### src/rtl/cordic_seq_core.sv
// Sequential CORDIC core in rotation mode: one micro-rotation per enabled clock.
// Produces cos/sin of a Q2.(WIDTH-2) angle; flags angles beyond +/-pi/2 at capture.
module cordic_seq_core #(
   parameter int unsigned WIDTH = 32,
   parameter int unsigned ITER  = 16
) (
   input  logic             clock,
   input  logic             aclr,
   input  logic             clk_en,
   input  logic             start,
   input  logic [WIDTH-1:0] dataa,
   output logic [WIDTH-1:0] result,
   output logic [WIDTH-1:0] result_b,
   output logic             done,
   output logic             busy,
   output logic             range_err
);

   localparam int unsigned IW = $clog2(ITER);
   localparam int unsigned Sh = 32 - WIDTH;

   typedef enum logic [1:0] {StIdle, StRun, StDone} state_e;

   // Round a Q2.30 constant to nearest at the configured fraction width.
   function automatic logic [WIDTH-1:0] scale_q30(input logic [31:0] v);
      return WIDTH'((({2'b00, v} << 1) + (34'd1 << Sh)) >> (Sh + 1));
   endfunction

   // atan(2^-i) in Q2.30, rounded to nearest.
   function automatic logic [31:0] atan_q30(input logic [4:0] idx);
      case (idx)
         5'd0:    return 32'd843314857;
         5'd1:    return 32'd497837829;
         5'd2:    return 32'd263043837;
         5'd3:    return 32'd133525159;
         5'd4:    return 32'd67021687;
         5'd5:    return 32'd33543516;
         5'd6:    return 32'd16775851;
         5'd7:    return 32'd8388437;
         5'd8:    return 32'd4194283;
         5'd9:    return 32'd2097149;
         5'd10:   return 32'd1048576;
         default: return 32'd1 << (5'd30 - idx);
      endcase
   endfunction

   localparam logic [WIDTH-1:0] KInit  = scale_q30(32'h26DD3B6A);  // 0.6072529350
   localparam logic [WIDTH-1:0] HalfPi = scale_q30(32'h6487ED51);

   state_e           state_q, state_d;
   logic [WIDTH-1:0] x_q, x_d, y_q, y_d, z_q, z_d;
   logic [IW-1:0]    i_q, i_d;
   logic             rerr_q, rerr_d;
   logic [WIDTH-1:0] result_q, result_d, result_b_q, result_b_d;
   logic             range_err_q, range_err_d;
   logic             done_q, done_d;

   logic [WIDTH-1:0] x_sh, y_sh, atan_i, x_rot, y_rot, z_rot, mag;
   logic             in_rerr;

   // One micro-rotation datapath and input range check.
   always_comb begin
      x_sh   = $signed(x_q) >>> i_q;
      y_sh   = $signed(y_q) >>> i_q;
      atan_i = scale_q30(atan_q30(5'(i_q)));
      if (!z_q[WIDTH-1]) begin
         x_rot = x_q - y_sh;
         y_rot = y_q + x_sh;
         z_rot = z_q - atan_i;
      end else begin
         x_rot = x_q + y_sh;
         y_rot = y_q - x_sh;
         z_rot = z_q + atan_i;
      end
      // Magnitude as unsigned so the most negative code reads as 2.0.
      mag     = dataa[WIDTH-1] ? ('0 - dataa) : dataa;
      in_rerr = (mag > HalfPi);
   end

   // Next-state logic for the FSM, datapath registers and output registers.
   always_comb begin
      state_d     = state_q;
      x_d         = x_q;
      y_d         = y_q;
      z_d         = z_q;
      i_d         = i_q;
      rerr_d      = rerr_q;
      result_d    = result_q;
      result_b_d  = result_b_q;
      range_err_d = range_err_q;
      done_d      = 1'b0;
      case (state_q)
         StIdle: begin
            if (start) begin
               x_d     = KInit;
               y_d     = '0;
               z_d     = dataa;
               i_d     = '0;
               rerr_d  = in_rerr;
               state_d = StRun;
            end
         end
         StRun: begin
            x_d = x_rot;
            y_d = y_rot;
            z_d = z_rot;
            i_d = i_q + IW'(1);
            if (i_q == IW'(ITER - 1)) begin
               result_d    = x_rot;
               result_b_d  = y_rot;
               range_err_d = rerr_q;
               state_d     = StDone;
            end
         end
         StDone: begin
            done_d  = 1'b1;
            state_d = StIdle;
         end
         default: state_d = StIdle;
      endcase
   end

   // State register; everything holds while clk_en is low.
   always_ff @(posedge clock or negedge aclr) begin
      if (!aclr) begin
         state_q     <= StIdle;
         x_q         <= '0;
         y_q         <= '0;
         z_q         <= '0;
         i_q         <= '0;
         rerr_q      <= 1'b0;
         result_q    <= '0;
         result_b_q  <= '0;
         range_err_q <= 1'b0;
         done_q      <= 1'b0;
      end else if (clk_en) begin
         state_q     <= state_d;
         x_q         <= x_d;
         y_q         <= y_d;
         z_q         <= z_d;
         i_q         <= i_d;
         rerr_q      <= rerr_d;
         result_q    <= result_d;
         result_b_q  <= result_b_d;
         range_err_q <= range_err_d;
         done_q      <= done_d;
      end
   end

   assign result    = result_q;
   assign result_b  = result_b_q;
   assign range_err = range_err_q;
   assign done      = done_q;
   assign busy      = (state_q == StRun) || (state_q == StDone);

endmodule
### config.mk
export PLATFORM = sky130hd
export DESIGN_NAME = cordic_seq_core
export DESIGN_NICKNAME = d
export VERILOG_FILES = /design/src/rtl/cordic_seq_core.sv
export SDC_FILE = /design/constraint.sdc
export NUM_CORES = 1
export LEC_CHECK = 0
export CORE_MARGIN = 1.5
export CORE_UTILIZATION = 41
export CTS_CLUSTER_SIZE = 28
export DETAILED_ROUTE_END_ITERATION = 6
export GPL_TIMING_DRIVEN = 0
export PLACE_DENSITY = 0.66
export REMOVE_ABC_BUFFERS = 1
export SLEW_MARGIN = 30
export SYNTH_ARGS = -nofsm -noshare
export SYNTH_HDL_FRONTEND = slang
export SYNTH_SLANG_ARGS = --single-unit
### constraint.sdc
create_clock -name clock -period 15 [get_ports clock]
set_clock_uncertainty 0.05 [all_clocks]
set_input_delay 3 -clock clock [delete_from_list [all_inputs] [get_ports clock]]
set_output_delay 3 -clock clock [all_outputs]
set_load 0.005 [all_outputs]
==> results.md, run 1 <==
* Gate Count Post-Synth at 2228
* Max Clk Rate at about 0.13 GHz
* Vias in the first global route at 16228
* # nets final at 2382
* Antenna-violating nets left at 0
* Antenna fix cells at 0
* Drt pass-1 iters at 7
* Layout area overhead at 12.1%
* Worst slew pin tran at between 1000 and 1500 ps
* Clock transition at path regs at 70 ps
* Die width at 214 um
* # Post-CTS Setup Buffers at 0
* CTS Buf Count at 17
* Count of final hold-check violations at 0
* Initial Utilization at 41.9%
* Clk_lat worst skew at roughly 490 ps
* WL/cell at slightly below 20 um
* Class of the most critical setup path: flop to flop
* H-tree depth at 4
* Synth warnings at 0
* Core area at approximately 0.043 mm^2
* Distinct cells, synth at 88
* Final setup TNS at 0 ps
* #FFs+latches synth at 169
* DR vias at 17028
* Layout cells sized above 1 at 8.34%
* TritonCTS clock tree: done
* IO Port Bufs at between 100 and 150
* Post-synth top flop: dfrtp_1
* Worst setup SP type: flop
* Dominant cell type by area after synthesis: dfrtp_1
* Pins Over Slew Limit at 0
* Hold Path Class: flop to flop
* # Max-Cap Violations at 0
* Ys async rst share at 100%
* Die height at 214 um
* CP endpoint kind: flop
* Num Clock Sinks at 169
* DR vias/cell at 6.02
* Yosys top cell area share at between 20 and 25%
* Failing checks: DRC
* Synth Cell Area at 0.0182 mm^2
* Io pins at just over 100
* Util after Layout at 47.0%
* Clk buf depth at 2
* Worst setup startpoint: i_q[0]
* Seq/Total Area, Yosys at 23.2%
* Syn avg cell area at 8.17 um^2
* Post-detailed-placement half-perimeter wirelength at just over 40000 um
* Pre-CTS WS at 7330 ps
* DIE AREA at 0.0456 mm^2
* Setup Viol. Count Final at 0
* Critical Path AT at 8120 ps
* Reg2reg start: i_q[0]
* Unrepaired setup endpoints after global routing: no
* GRT Residual Overflow at 0
* Worst Path Required at 15310 ps
* CTS resizes at 0
* # rows at 76
* DRC at 2
* Hold Crit Start: result[4]
* EDFF count, synth at 0
* Initial DRC count at 1299
* GP Congestion at 0.908
* Status: finished, violations left
* Post-route cell area at 0.0204 mm^2
* Synth area leaders: dfrtp_1 (23%), ha_1 (7.8%), o21ai_0 (6.7%), mux4_2 (6.3%), xnor2_1 (5.5%)
* Period utilization at 52.1%
* Post-CTS Hold Buffers at 0
* Root Driver: clkbuf_16
* Crit path time final at between 7000 and 8000 ps
* First-pass GRT wire length at 87400 um
* Crit path max fanout at 33
* Worst setup margin at 7190 ps
* Largest net degree at the start of global routing at about 80
* Total track usage at 24.3%
* Initial antenna violation count at 1
* Slew HR at approximately 32%
* Cell Area, Placed at 0.0198 mm^2
* Total Routed Length at 54600 um
## through the flow
step           hold WS (ps)  instances
4_1_cts                 438       2827
6_report                429       2827
2_1_floorplan           406       2092
3_5_place_dp            421       2795
5_1_grt                 457       2827
3_3_place_gp            414       2779
## cells by family after synthesis
logic type,synth area share [%]
AO/OA/AOI/OAI,24.3
XOR/XNOR,9.05
adder cells (fa/ha/maj),8.17
buffers and inverters,4.00
flip-flops,23.2
multiplexers,13.8
AND/OR/NAND/NOR,17.4
## area by class of cell
| cell class | count | area, um^2 |
|---|---|---|
| fillers | 4241 | 23100 |
| multi-input cells | 1878 | 13300 |
| flip-flops and latches | 169 | 4250 |
| repair buffers | 118 | 1410 |
| well taps | 585 | 732 |
| clock buffers | 18 | 439 |
| inverters | 45 | 171 |
| clock inverters | 14 | 115 |
## critical path, stage by stage, from the launching register on
cell and delay (ps):
dfrtp_4 740, inv_2 430, ha_1 580, nor4_1 910, a21oi_1 200, a211oi_1 290
o2111a_1 420, and3_1 360, a21oi_1 120, xnor2_1 320, ha_1 340, and3_1 220
a221oi_1 470, o21ai_0 210, or4b_2 660, a41oi_1 380, o21ai_0 140, o21a_1 140
a31oi_1 260, o21ai_0 170, xnor2_1 160, o21ai_0 90
## cells in the mapped netlist (15+ instances only)
library cell,instances
a21o_1,52
mux2i_1,71
nand4_1,15
buf_1,21
clkbuf_1,90
mux4_2,51
a31oi_1,40
o21a_1,16
xnor2_1,115
nand2_1,239
ha_1,114
o21ai_0,243
and2_1,23
inv_1,43
nand3_1,70
nand2b_1,30
a21oi_1,197
o22ai_1,15
nor2b_1,25
nor3_1,26
buf_2,20
mux2_2,43
mux2_1,15
nor2_1,144
and3_1,27
xor2_1,73
dfrtp_1,169
## worst paths after layout
path / to / slack, ps / cells after the start
worst max register to register: z_q[30] / 7190 / 21
worst min-delay path: result[4] / 430 / 2
max in group asynchronous: i_q[1] / 11960 / 2
min in group asynchronous: y_q[14] / 2260 / 1
worst max-delay path: z_q[30] / 7190 / 21
worst min register to register: result[4] / 430 / 2
## registers in the layout, indices dropped and copies added, names as in the netlist
name,count
state_q,2
done,1
x_q,32
z_q,32
rerr_q,1
range_err,1
i_q,4
result_b,32
y_q,32
result,32
## cell usage in the layout (no fill, tap or decap), drive strengths merged, types with 23 or more instances in the layout
cell type / instances
nand2b: 30
a21o: 52
ha: 114
nor2: 144
a31oi: 40
o21ai: 248
a21oi: 197
nor3: 28
mux4: 51
inv: 51
and3: 27
xor2: 73
dfrtp: 169
nor2b: 25
xnor2: 115
mux2: 58
mux2i: 71
nand2: 239
and2: 23
clkdlybuf4s50: 101
nand3: 70
## routing by layer
layer | vias up | routed length, um | GRT usage (%)
met1 | 8168 | 24800 | 33.1
met4 | 0 | 1520 | 8.55
met3 | 91 | 3170 | 4.28
met2 | 553 | 25200 | 38.7
met5 | - | 0 | 0
li1 | 8216 | - | -
Power of run 1 is left out: the tool's default activity adds up to more than one toggle a clock period on the data nets, which glitch-free logic cannot reach.
==> inputs of run 2 (changes only) <==
- PLACE_DENSITY: 0.66 -> 0.69
- clock period: 15 -> 7.1 ns (I/O delays scaled with it)
==> results.md, run 2 (synthesis results as in run 1) <==
* Largest net degree at the start of global routing at 80 (was 82)
* Total track usage at 24.2% (was 24.3%)
* Crit path max fanout at 46 (was 33)
* Worst setup startpoint: i_q[1] (was i_q[0])
* Antenna fix cells at 0 (unchanged)
* # nets final at 2384 (was 2382)
* Top Metal Used: met4 (unchanged)
* Worst setup margin at 443 ps (was 7190 ps)
* Cell Area, Placed at 0.0199 mm^2 (was 0.0198 mm^2)
* Io pins at 103 (unchanged)
* Clk_lat worst skew at 490 ps (about the same)
* Period utilization at 93.8% (was 52.1%)
* Class of the most critical setup path: flop to flop (unchanged)
* Worst reg-to-reg setup slack at 440 ps (was 7190 ps)
* Unrepaired setup endpoints after global routing: no (unchanged)
* Critical Path AT at 6980 ps (was 8120 ps)
* CP endpoint kind: flop (unchanged)
* GP Congestion at 0.915 (was 0.908)
* Status: completed (was finished, violations left)
* Clock transition at path regs at 70 ps (about the same)
* Most frequent cells in the layout: o21ai_0 (243), nand2_1 (238), a21oi_1 (197) (unchanged)
* Setup Viol. Count Final at 0 (unchanged)
* DIE AREA at 0.0456 mm^2 (unchanged)
* DR vias at 17143 (was 17028)
* Util after Layout at 47.2% (was 47.0%)
* Drt pass-1 iters at 6 (was 7)
* GRT Residual Overflow at 0 (unchanged)
* H-tree depth at 4 (unchanged)
* Final setup TNS at 0 ps (unchanged)
* IO Port Bufs at 102 (unchanged)
* Crit path time final at 6660 ps (was 7810 ps)
* Met2 WL at 25900 um (was 25200 um)
* First-pass GRT wire length at 87500 um (was 87400 um)
* Worst Path Required at 7430 ps (was 15310 ps)
* Initial Utilization at 41.9% (unchanged)
* Routed length on met3 at 2980 um (was 3170 um)
* Max Clk Rate at 0.150 GHz (was 0.128 GHz)
* Root Driver: clkbuf_16 (unchanged)
* Post-detailed-placement half-perimeter wirelength at 41200 um (was 40800 um)
* WL/cell at 19.4 um (was 19.3 um)
* Commonest non-fill, non-tap cell in the layout: o21ai_0 (unchanged)
* Hold Path Class: flop to flop (unchanged)
* Initial antenna violation count at 0 (was 1)
* Vias in the first global route at 16139 (was 16228)
* Num Clock Sinks at 169 (unchanged)
* Total Routed Length at 54800 um (was 54600 um)
* Slew HR at 36.5% (was 32.2%)
* Reg2reg start: i_q[1] (was i_q[0])
* Worst slew pin tran at 943 ps (was 1010 ps)
* Post-CTS Hold Buffers at 0 (unchanged)
* CTS Buf Count at 17 (unchanged)
* Count of final hold-check violations at 0 (unchanged)
* Initial DRC count at 1561 (was 1299)
* Die width at 214 um (unchanged)
* Core area at 0.0435 mm^2 (unchanged)
* TritonCTS clock tree: done (unchanged)
* Layout cells sized above 1 at 8.69% (was 8.34%)
* Die height at 214 um (unchanged)
* Antenna-violating nets left at 0 (unchanged)
* DRC at 0 (was 2)
* Hold Crit Start: result[4] (unchanged)
* # rows at 76 (unchanged)
* DR vias/cell at 6.06 (was 6.02)
* Layout area overhead at 12.8% (was 12.1%)
* # Max-Cap Violations at 0 (unchanged)
* Post-route cell area at 0.0205 mm^2 (was 0.0204 mm^2)
* Pre-CTS WS at -587 ps (was 7330 ps)
* Clk buf depth at 2 (unchanged)
* Worst setup SP type: flop (unchanged)
* Pins Over Slew Limit at 0 (unchanged)
* M1 WL at 24800 um (about the same)
[run 2: cell count changes in the layout (fill, tap and decap cells not counted), moves of 2 or more]
| cell | delta |
|---|---|
| ha_1 | -5 |
| buf_16 | +2 |
| inv_8 | -2 |
| ha_2 | +3 |
| ha_4 | +2 |
[run 2: layout make-up]
type / count / area (um^2)
Fill cell: 4227 / 22900
Multi-Input combinational cell: 1878 / 13300
Sequential cell: 169 / 4250
Timing Repair Buffer: 120 / 1450
Tap cell: 585 / 732
Clock buffer: 20 / 457
Inverter: 45 / 174
Clock inverter: 12 / 116
[run 2: what timing repair did]
action                                  CTS  global route
pin swaps                                 0             0
setup buffers                             0             1
gates resized for setup                   4             9
endpoints found under the setup margin    4             4
[run 2: worst paths after layout]
path / endpoint / cells past startpoint
min in group asynchronous: result_b[17] / 1
min reg2reg: result[4] / 2
max in group asynchronous: z_q[31] / 2
max reg2reg: y_q[31] / 22
max: y_q[31] / 22
min: result[4] / 2
[run 2: per-stage QoR]
step / std cells / hold WS (ps)
3_3_place_gp: 2779 / 415
5_1_grt: 2829 / 449
6_report: 2829 / 429
2_1_floorplan: 2092 / 406
4_1_cts: 2828 / 438
3_5_place_dp: 2796 / 423
[run 2: critical path: stages (launching register included)]
cell	delay [ps]
dfrtp_4	600
buf_16	270
buf_12	280
mux4_2	570
mux2i_1	360
a41oi_1	220
a2111oi_2	410
nand2_1	250
inv_1	130
a31oi_1	100
xor2_1	160
ha_1	380
nand2_1	60
o21ai_0	230
a31o_2	140
a2bb2oi_1	140
a311o_1	430
o21ai_0	540
a31oi_1	200
xnor2_1	360
xor2_1	150
and3_1	210
a211o_1	260
[run 2: per-layer routing]
metal / up-vias / track usage [%]
li1: 8206 / -
met1: 8284 / 32.5
met2: 576 / 40.1
met3: 77 / 3.82
met4: 0 / 7.12
met5: - / 0
Power of run 2 is left out for the same reason.
